File: config.mk
export PLATFORM = sky130hd
export DESIGN_NAME = timer_set_ctrl
export DESIGN_NICKNAME = d
export VERILOG_FILES = /design/src/rtl/timer_pkg.sv /design/src/rtl/btn_repeat.sv /design/src/rtl/timer_set_ctrl.sv
export SDC_FILE = /design/constraint.sdc
export NUM_CORES = 1
export LEC_CHECK = 0
export ABC_AREA = 1
export CORE_UTILIZATION = 45
export DETAILED_ROUTE_END_ITERATION = 16
export PLACE_DENSITY = 0.74
export REMOVE_ABC_BUFFERS = 1
export SLEW_MARGIN = 20
export SYNTH_ARGS = -nofsm -noshare
export SYNTH_HDL_FRONTEND = slang
export SYNTH_HIERARCHICAL = 1
export SYNTH_SLANG_ARGS = --single-unit
File: constraint.sdc
create_clock -name clk -period 5.55 [get_ports clk]
set_clock_uncertainty 0.05 [all_clocks]
set_input_delay 1.11 -clock clk [delete_from_list [all_inputs] [get_ports clk]]
set_output_delay 1.11 -clock clk [all_outputs]
set_load 0.02 [all_outputs]
File: src/rtl/timer_pkg.sv
// Shared types and constants for the HH:MM:SS timer mode/set controller.
package timer_pkg;

  typedef enum logic [1:0] {
    MODE_RUN      = 2'd0,
    MODE_SET_HOUR = 2'd1,
    MODE_SET_MIN  = 2'd2,
    MODE_SET_SEC  = 2'd3
  } mode_t;

  localparam int unsigned NUM_DIGITS = 6;

  // Digit order {h2,h1,m2,m1,s2,s1}; 1 = blank the digit.
  localparam logic [NUM_DIGITS-1:0] MASK_HOUR = 6'b110000;
  localparam logic [NUM_DIGITS-1:0] MASK_MIN  = 6'b001100;
  localparam logic [NUM_DIGITS-1:0] MASK_SEC  = 6'b000011;

  function automatic mode_t next_mode(input mode_t m);
    case (m)
      MODE_RUN:      next_mode = MODE_SET_HOUR;
      MODE_SET_HOUR: next_mode = MODE_SET_MIN;
      MODE_SET_MIN:  next_mode = MODE_SET_SEC;
      default:       next_mode = MODE_RUN;
    endcase
  endfunction

  function automatic logic [NUM_DIGITS-1:0] field_mask(input mode_t m);
    case (m)
      MODE_SET_HOUR: field_mask = MASK_HOUR;
      MODE_SET_MIN:  field_mask = MASK_MIN;
      MODE_SET_SEC:  field_mask = MASK_SEC;
      default:       field_mask = '0;
    endcase
  endfunction

endpackage

File: src/rtl/btn_repeat.sv
// Button press edge detector with hold-to-repeat timing (initial delay, then period).
module btn_repeat #(
  parameter int unsigned REPEAT_DLY = 50_000_000,
  parameter int unsigned REPEAT_PER = 10_000_000
) (
  input  logic clk,
  input  logic rst,
  input  logic lvl,
  input  logic en,
  output logic press,
  output logic rep
);

  localparam int unsigned CNT_MAX = (REPEAT_DLY > REPEAT_PER) ? REPEAT_DLY : REPEAT_PER;
  localparam int unsigned CW      = $clog2(CNT_MAX);

  logic          lvl_r;
  logic          lvl_q;
  logic          armed;
  logic          holding;
  logic          in_dly;
  logic [CW-1:0] cnt;
  logic [CW-1:0] target;

  // armed stays low until a released level is seen, so a button held through
  // reset release never produces a press.
  assign press  = lvl_r & ~lvl_q & armed;
  assign target = in_dly ? CW'(REPEAT_DLY - 1) : CW'(REPEAT_PER - 1);
  assign rep    = en & holding & lvl_r & (cnt == target);

  always_ff @(posedge clk or posedge rst) begin
    if (rst) begin
      lvl_r   <= 1'b0;
      lvl_q   <= 1'b0;
      armed   <= 1'b0;
      holding <= 1'b0;
      in_dly  <= 1'b1;
      cnt     <= '0;
    end else begin
      lvl_r <= lvl;
      lvl_q <= lvl_r;
      armed <= armed | ~lvl;
      if (!en || (!press && (!holding || !lvl_r))) begin
        holding <= 1'b0;
        in_dly  <= 1'b1;
        cnt     <= '0;
      end else if (press) begin
        holding <= 1'b1;
        in_dly  <= 1'b1;
        cnt     <= '0;
      end else if (rep) begin
        in_dly <= 1'b0;
        cnt    <= '0;
      end else begin
        cnt <= cnt + CW'(1);
      end
    end
  end

endmodule

File: src/rtl/timer_set_ctrl.sv
// Mode/set controller for the HH:MM:SS timer chain: RUN plus hour/min/sec edit modes.
// Optional digit blinking is built when TIMER_BLINK_EN is defined.
module timer_set_ctrl
  import timer_pkg::*;
#(
  parameter int unsigned REPEAT_DLY = 50_000_000,
  parameter int unsigned REPEAT_PER = 10_000_000,
  parameter int unsigned TIMEOUT_S  = 10,
  parameter int unsigned BLINK_HALF = 25_000_000
) (
  input  logic       clk,
  input  logic       rst,
  input  logic       tick_1hz,
  input  logic       btn_mode,
  input  logic       btn_inc,
  output logic       run_en,
  output logic       inc_hour,
  output logic       inc_min,
  output logic       clr_sec,
  output logic [1:0] mode,
  output logic [5:0] blink_mask
);

  localparam int unsigned TCW = $clog2(TIMEOUT_S);

  if (REPEAT_DLY < 2 || REPEAT_PER < 2 || TIMEOUT_S < 2 || BLINK_HALF < 2) begin : g_param_check
    $error("timer_set_ctrl: timing parameters must be >= 2");
  end

  mode_t          mode_q;
  logic           m_r;
  logic           m_q;
  logic           m_armed;
  logic           mode_press;
  logic           inc_press;
  logic           inc_rep;
  logic           rep_en;
  logic           edit;
  logic           activity;
  logic           to_fire;
  logic           inc_evt;
  logic [TCW-1:0] to_cnt;

  assign mode_press = m_r & ~m_q & m_armed;
  assign edit       = (mode_q != MODE_RUN);
  // Deasserting en during a mode press both suppresses the repeat and clears its state.
  assign rep_en     = ((mode_q == MODE_SET_HOUR) || (mode_q == MODE_SET_MIN)) & ~mode_press;

  btn_repeat #(
    .REPEAT_DLY (REPEAT_DLY),
    .REPEAT_PER (REPEAT_PER)
  ) u_inc_rep (
    .clk   (clk),
    .rst   (rst),
    .lvl   (btn_inc),
    .en    (rep_en),
    .press (inc_press),
    .rep   (inc_rep)
  );

  assign activity = mode_press | inc_press | inc_rep;
  assign to_fire  = edit & tick_1hz & ~activity & (to_cnt == TCW'(TIMEOUT_S - 1));
  assign inc_evt  = edit & ~mode_press & (inc_press | inc_rep);

  always_ff @(posedge clk or posedge rst) begin
    if (rst) begin
      mode_q   <= MODE_RUN;
      m_r      <= 1'b0;
      m_q      <= 1'b0;
      m_armed  <= 1'b0;
      to_cnt   <= '0;
      run_en   <= 1'b0;
      inc_hour <= 1'b0;
      inc_min  <= 1'b0;
      clr_sec  <= 1'b0;
    end else begin
      m_r     <= btn_mode;
      m_q     <= m_r;
      m_armed <= m_armed | ~btn_mode;

      run_en   <= tick_1hz & ~edit;
      inc_hour <= inc_evt & (mode_q == MODE_SET_HOUR);
      inc_min  <= inc_evt & (mode_q == MODE_SET_MIN);
      clr_sec  <= inc_evt & (mode_q == MODE_SET_SEC);

      if (mode_press) begin
        mode_q <= next_mode(mode_q);
      end else if (to_fire) begin
        mode_q <= MODE_RUN;
      end

      if (!edit || activity || to_fire) begin
        to_cnt <= '0;
      end else if (tick_1hz) begin
        to_cnt <= to_cnt + TCW'(1);
      end
    end
  end

  assign mode = mode_q;

`ifdef TIMER_BLINK_EN
  localparam int unsigned BCW = $clog2(BLINK_HALF);

  logic [BCW-1:0] blink_cnt;
  logic           phase;

  always_ff @(posedge clk or posedge rst) begin
    if (rst) begin
      blink_cnt <= '0;
      phase     <= 1'b0;
    end else if (!edit || mode_press || to_fire || inc_evt) begin
      blink_cnt <= '0;
      phase     <= 1'b0;
    end else if (blink_cnt == BCW'(BLINK_HALF - 1)) begin
      blink_cnt <= '0;
      phase     <= ~phase;
    end else begin
      blink_cnt <= blink_cnt + BCW'(1);
    end
  end

  assign blink_mask = phase ? field_mask(mode_q) : '0;
`else
  assign blink_mask = '0;
`endif

endmodule

==> metrics.cfg, run 1 <==
[clocking]
post_cts_buffers = 0
cts_resized = 0
tritoncts = built
htree_levels = 2
clk_pin_slew_worst_paths_ps = 80
clockRootBuffer = clkbuf_8
clock_path_buffers = 2
numCtsBuffers = 5
insertion_delay_ps = 300
clock-sinks = 44
ctsHoldBuffers = 0

[timing]
finalMaxSlewViolations = 0
timing.fmax_mhz = 397
rsz0062_at_grt = false
setup-violations-final = 0
period_minus_slack_ps = 2520
fin_crit_sh_pct = 45.4
fin_hold_ws_ps = 348
hold_viol = 0
final.setup.tns_ps = 0
fin_ws_ps = 3030

[flow_run]
cap_violations = 0

[grt]
busiest_layer = met2
use_met1_pct = 22.1
gr-usage-met3_pct = 4.89
grt_pass1_wl_um = 9460
grt_start_max_net_pins = 32
gr-usage-all-layers_pct = 19.2
gr-usage-met2_pct = 34.2
antenna_found_initial = 0
grt_pass1_vias = 2175
gr-total-overflow = 0

[routing]
drtIter0Drc = 108
remaining_drc_errors = 0
vias = 2192
postRouteAntennaNets = 0
post_drt_wl_per_cell_um = 12.1
viasPerCell = 4.87
route.final.wire_length_um = 5430
first_pass_iters = 6

[worst_setup_path]
slowest_delay_ps = 630
crit_fanout = 5
critPathLaunchType = register
crit_buf_inv = 1
worstPathCellList = clkdlybuf4s50_1
cp.required_ps = 4390
critPathKind = reg2out
cp-end-kind = output port
critPathTopFamily = buffers and inverters
critPathSlowestCell = clkdlybuf4s50_1
critPathArrivalTime_ps = 1360

[yosys]
synthesis.area_sq_mm = 0.00277
yosysWarnings = 6
syn_area_per_cell_sq_um = 7.71
ys_seq_area_share_pct = 39.8
synth.area.top_cells = dfrtp_1 39%, nand2_1 12%, nor2_1 10%
synth-seq-cells = 44
netlist.top_cell.by_area = dfrtp_1
synth_top_area_share_pct = 38.9
ys_types = 31
synthCells = 359

[status]
status = finished clean

[worst_hold_path]
hold_path_class = reg2reg

[power_and_ir_drop]
cellPowerDensity_mw_per_mm2 = 259
ir_drop_mv = 0.203
power_mw = 0.787
p_leak_nw = 1.33

[finish]
fin_nets = 386
num_antenna_cells = 0
drive_above_1_share_pct = 14.1
fin_cells = 450
ff_latch_area_sq_mm = 0.00110
fillCellCount = 575
syn2layout_area_growth_pct = 9.77
multi_input_area_sq_mm = 0.00142

[floorplan]
core-area_sq_mm = 0.00592
dieHeight_um = 80.4
ios = 17
placementRows = 28
die_w_um = 80.4
dieArea_sq_mm = 0.00646
initial_core_util_pct = 46.7

[place]
gp_congestion = 0.901
numPortBuffers = 10
dp_slack_ps = 3230
numPlacedInstances = 442
hpwl_um = 4230

-- power by group --
part           switching, mW  internal [mW]
registers             0.0178          0.339
logic                  0.102         0.0612
clock network          0.107          0.159
total                  0.227          0.560
-- flip-flops by register name, indices dropped and copies added, names as in the netlist --
name / cells
m_q: 1
inc_hour: 1
mode: 2
u_inc_rep/lvl_q: 1
u_inc_rep/lvl_r: 1
u_inc_rep/in_dly: 1
to_cnt: 4
u_inc_rep/cnt: 26
clr_sec: 1
u_inc_rep/holding: 1
m_r: 1
m_armed: 1
run_en: 1
inc_min: 1
u_inc_rep/armed: 1
-- Yosys cell counts --
cell	count
nand3_1	14
dfstp_2	1
nor3_1	5
buf_6	1
o21ai_0	3
nor2_4	16
buf_12	1
o21ai_2	1
a21oi_2	1
xnor2_1	6
ha_1	7
nand4_1	9
a21boi_2	1
nor3b_1	1
inv_1	47
inv_2	1
nand2_1	85
nor2_1	74
nand2_2	12
o31ai_1	1
nor2_2	6
conb_1	1
buf_4	6
nand2_4	1
clkinv_2	1
dfrtp_1	43
nand3_2	1
mux2i_1	1
nand3b_4	1
xor2_1	10
nand2_8	1
-- placed cells by master (no fill, tap or decap), types with 7 or more instances in the layout --
cell type / n
inv_1: 47
nand2_1: 85
xor2_1: 10
nor2_4: 16
nand3_1: 14
clkbuf_8: 7
nand2_2: 12
nand4_1: 9
nor2_1: 74
ha_1: 7
clkdlybuf4s50_1: 10
dfrtp_1: 43
-- stage by stage --
stage / cell area [sq um] / utilization [%]
4_1_cts: 3040 / 51.3
6_report: 3040 / 51.3
3_5_place_dp: 2910 / 49.2
2_1_floorplan: 2710 / -
3_3_place_gp: 2910 / 49.2
5_1_grt: 3040 / 51.3
-- cell type report --
class                      count  area share, %
clock inverter                 1          0.989
tap                           75           3.09
sequential                    44           36.3
clock buffer                   7           3.17
multi-input combinational    263           46.8
timing repair buffer          11           3.54
inverter                      49           6.10
-- kinds of logic after synthesis --
group,Yosys count,synth area share [%]
AOI/OAI and AO/OA,7,1.85
xor gates and xnor gates,16,5.07
adders and majority gates,7,3.17
buffers and inverters,57,9.45
DFF,44,39.8
muxes,1,0.362
other,1,0.136
and+or+nand+nor,226,40.1
-- worst paths after layout --
kind / startpoint / end / slack, ps / cells after the start
worst max-delay path: mode[0] / mode[0] / 3030 / 1
worst min-delay path: m_r / m_q / 350 / 0
worst max register to register: mode[0] / mode[1] / 3530 / 14
worst min register to register: m_r / m_q / 350 / 0
max in group asynchronous: rst / u_inc_rep/in_dly / 3970 / 3
min in group asynchronous: rst / m_q / 1100 / 2
-- routing by layer --
metal	vias up	wire, um
met1	1029	2390
met4	0	51
met3	8	226
met2	51	2750
met5	-	0
li1	1104	-
Power figures use the tool's default switching activity.
==> run 2: changes to the inputs <==
- PLACE_DENSITY: 0.74 -> 0.77
- clock period: 5.55 -> 2 ns (I/O delays scaled with it)
==> metrics.cfg, run 2 (synthesis gave the netlist of run 1 again) <==
[routing]
post_drt_wl_per_cell_um = 12.9
met2_wirelength_um = 2870
wl_met1_um = 2580
route.final.wire_length_um = 5910
postRouteAntennaNets = 0
first_pass_iters = 5
highest_layer = met4
viasPerCell = 5.02
remaining_drc_errors = 0
wl_met3_um = 314
drtIter0Drc = 136
vias = 2296

[finish]
num_antenna_cells = 0
fillCellCount = 548
regMostFlops = u_inc_rep/cnt
drive_above_1_share_pct = 17.3
post-route-util_pct = 53.0
layout_commonest_cell = nand2_1
fin_nets = 394
syn2layout_area_growth_pct = 13.5
final_cell_mix = 85 x nand2_1, 71 x nor2_1, 44 x inv_1, 43 x dfrtp_1, 18 x nor2_4
fin_area_sq_mm = 0.00314
largest_register_ffs = 26

[flow_run]
cap_violations = 0

[worst_setup_path]
critPathArrivalTime_ps = 1480
crit_fanout = 4
cp-end-kind = output port
critPathKind = reg2out
critPathLaunchType = register
cp.required_ps = 1550

[grt]
gr-usage-all-layers_pct = 18.8
grt_pass1_wl_um = 9270
grt_pass1_vias = 2071
antenna_found_initial = 0
gr-total-overflow = 0
grt_start_max_net_pins = 24

[floorplan]
dieHeight_um = 80.4
placementRows = 28
core-area_sq_mm = 0.00592
ios = 17
die_w_um = 80.4
dieArea_sq_mm = 0.00646
initial_core_util_pct = 46.7

[clocking]
tritoncts = built
clock-sinks = 44
clockRootBuffer = clkbuf_8
numCtsBuffers = 5
clock_path_buffers = 2
ctsHoldBuffers = 0
htree_levels = 2
clk_pin_slew_worst_paths_ps = 80
insertion_delay_ps = 290

[timing]
setup-violations-final = 0
fin_crit_sh_pct = 96.5
timing.fmax_mhz = 518
fin_ws_ps = 69.0
finalMaxSlewViolations = 0
period_minus_slack_ps = 1930
final.setup.tns_ps = 0
hold_viol = 0

[place]
dp_slack_ps = 87.4
numPortBuffers = 10
place_area_sq_mm = 0.00295
hpwl_um = 4290
gp_congestion = 0.908

[power_and_ir_drop]
ir_drop_mv = 0.365
p_leak_nw = 1.35
cellPowerDensity_mw_per_mm2 = 674
power_mw = 2.12

[worst_hold_path]
hold_path_class = reg2reg

[status]
status = finished clean

-- run 2: critical path: stages (launching register included) --
cell and delay (ps):
dfrtp_1 400, buf_4 130, buf_4 140, clkdlybuf4s50_1 530
-- run 2: path summary, 6_finish.rpt --
kind | startpoint | endpoint | slack [ps] | depth (start not counted)
min | m_r | m_q | 350 | 0
max reg2reg | mode[0] | u_inc_rep/cnt[15] | 150 | 13
max in group asynchronous | rst | u_inc_rep/in_dly | 980 | 3
min in group asynchronous | rst | u_inc_rep/cnt[5] | 390 | 2
max | mode[0] | mode[0] | 70 | 3
min reg2reg | m_r | m_q | 350 | 0
-- run 2: stage by stage --
stage               cells  hold slack (ps)
floorplan             356              227
global placement      445              328
detailed placement    445              337
CTS                   452              355
global route          457              373
finish                457              352
-- run 2: area by class of cell --
cell class,count,area [sq um],share of cell area [%]
multi-input cells,267,1530,48.8
flip-flops and latches,44,1100,35.1
inverters,49,185,5.90
repair buffers,15,150,4.78
well taps,75,93.8,2.99
clock buffers,6,72.6,2.31
clock inverters,1,5.00,0.159
-- run 2: timing repair --
action / 4_1_cts / 5_1_grt
setup buffers: 0 / 1
resized for setup: 0 / 13
setup endpoints to repair: 0 / 27
-- run 2: layer usage --
metal,global-route usage [%],up-vias
met5,0,-
met4,7.14,0
met3,3.30,15
met2,31.4,78
met1,23.9,1071
li1,-,1132
-- run 2: power by group --
group / leakage [nW] / total [mW] / switching, mW / internal (mW)
registers: 0.586 / 0.978 / 0.0351 / 0.943
clock network: 0.0410 / 0.516 / 0.278 / 0.238
logic: 0.721 / 0.623 / 0.364 / 0.259
total: 1.35 / 2.12 / 0.677 / 1.44
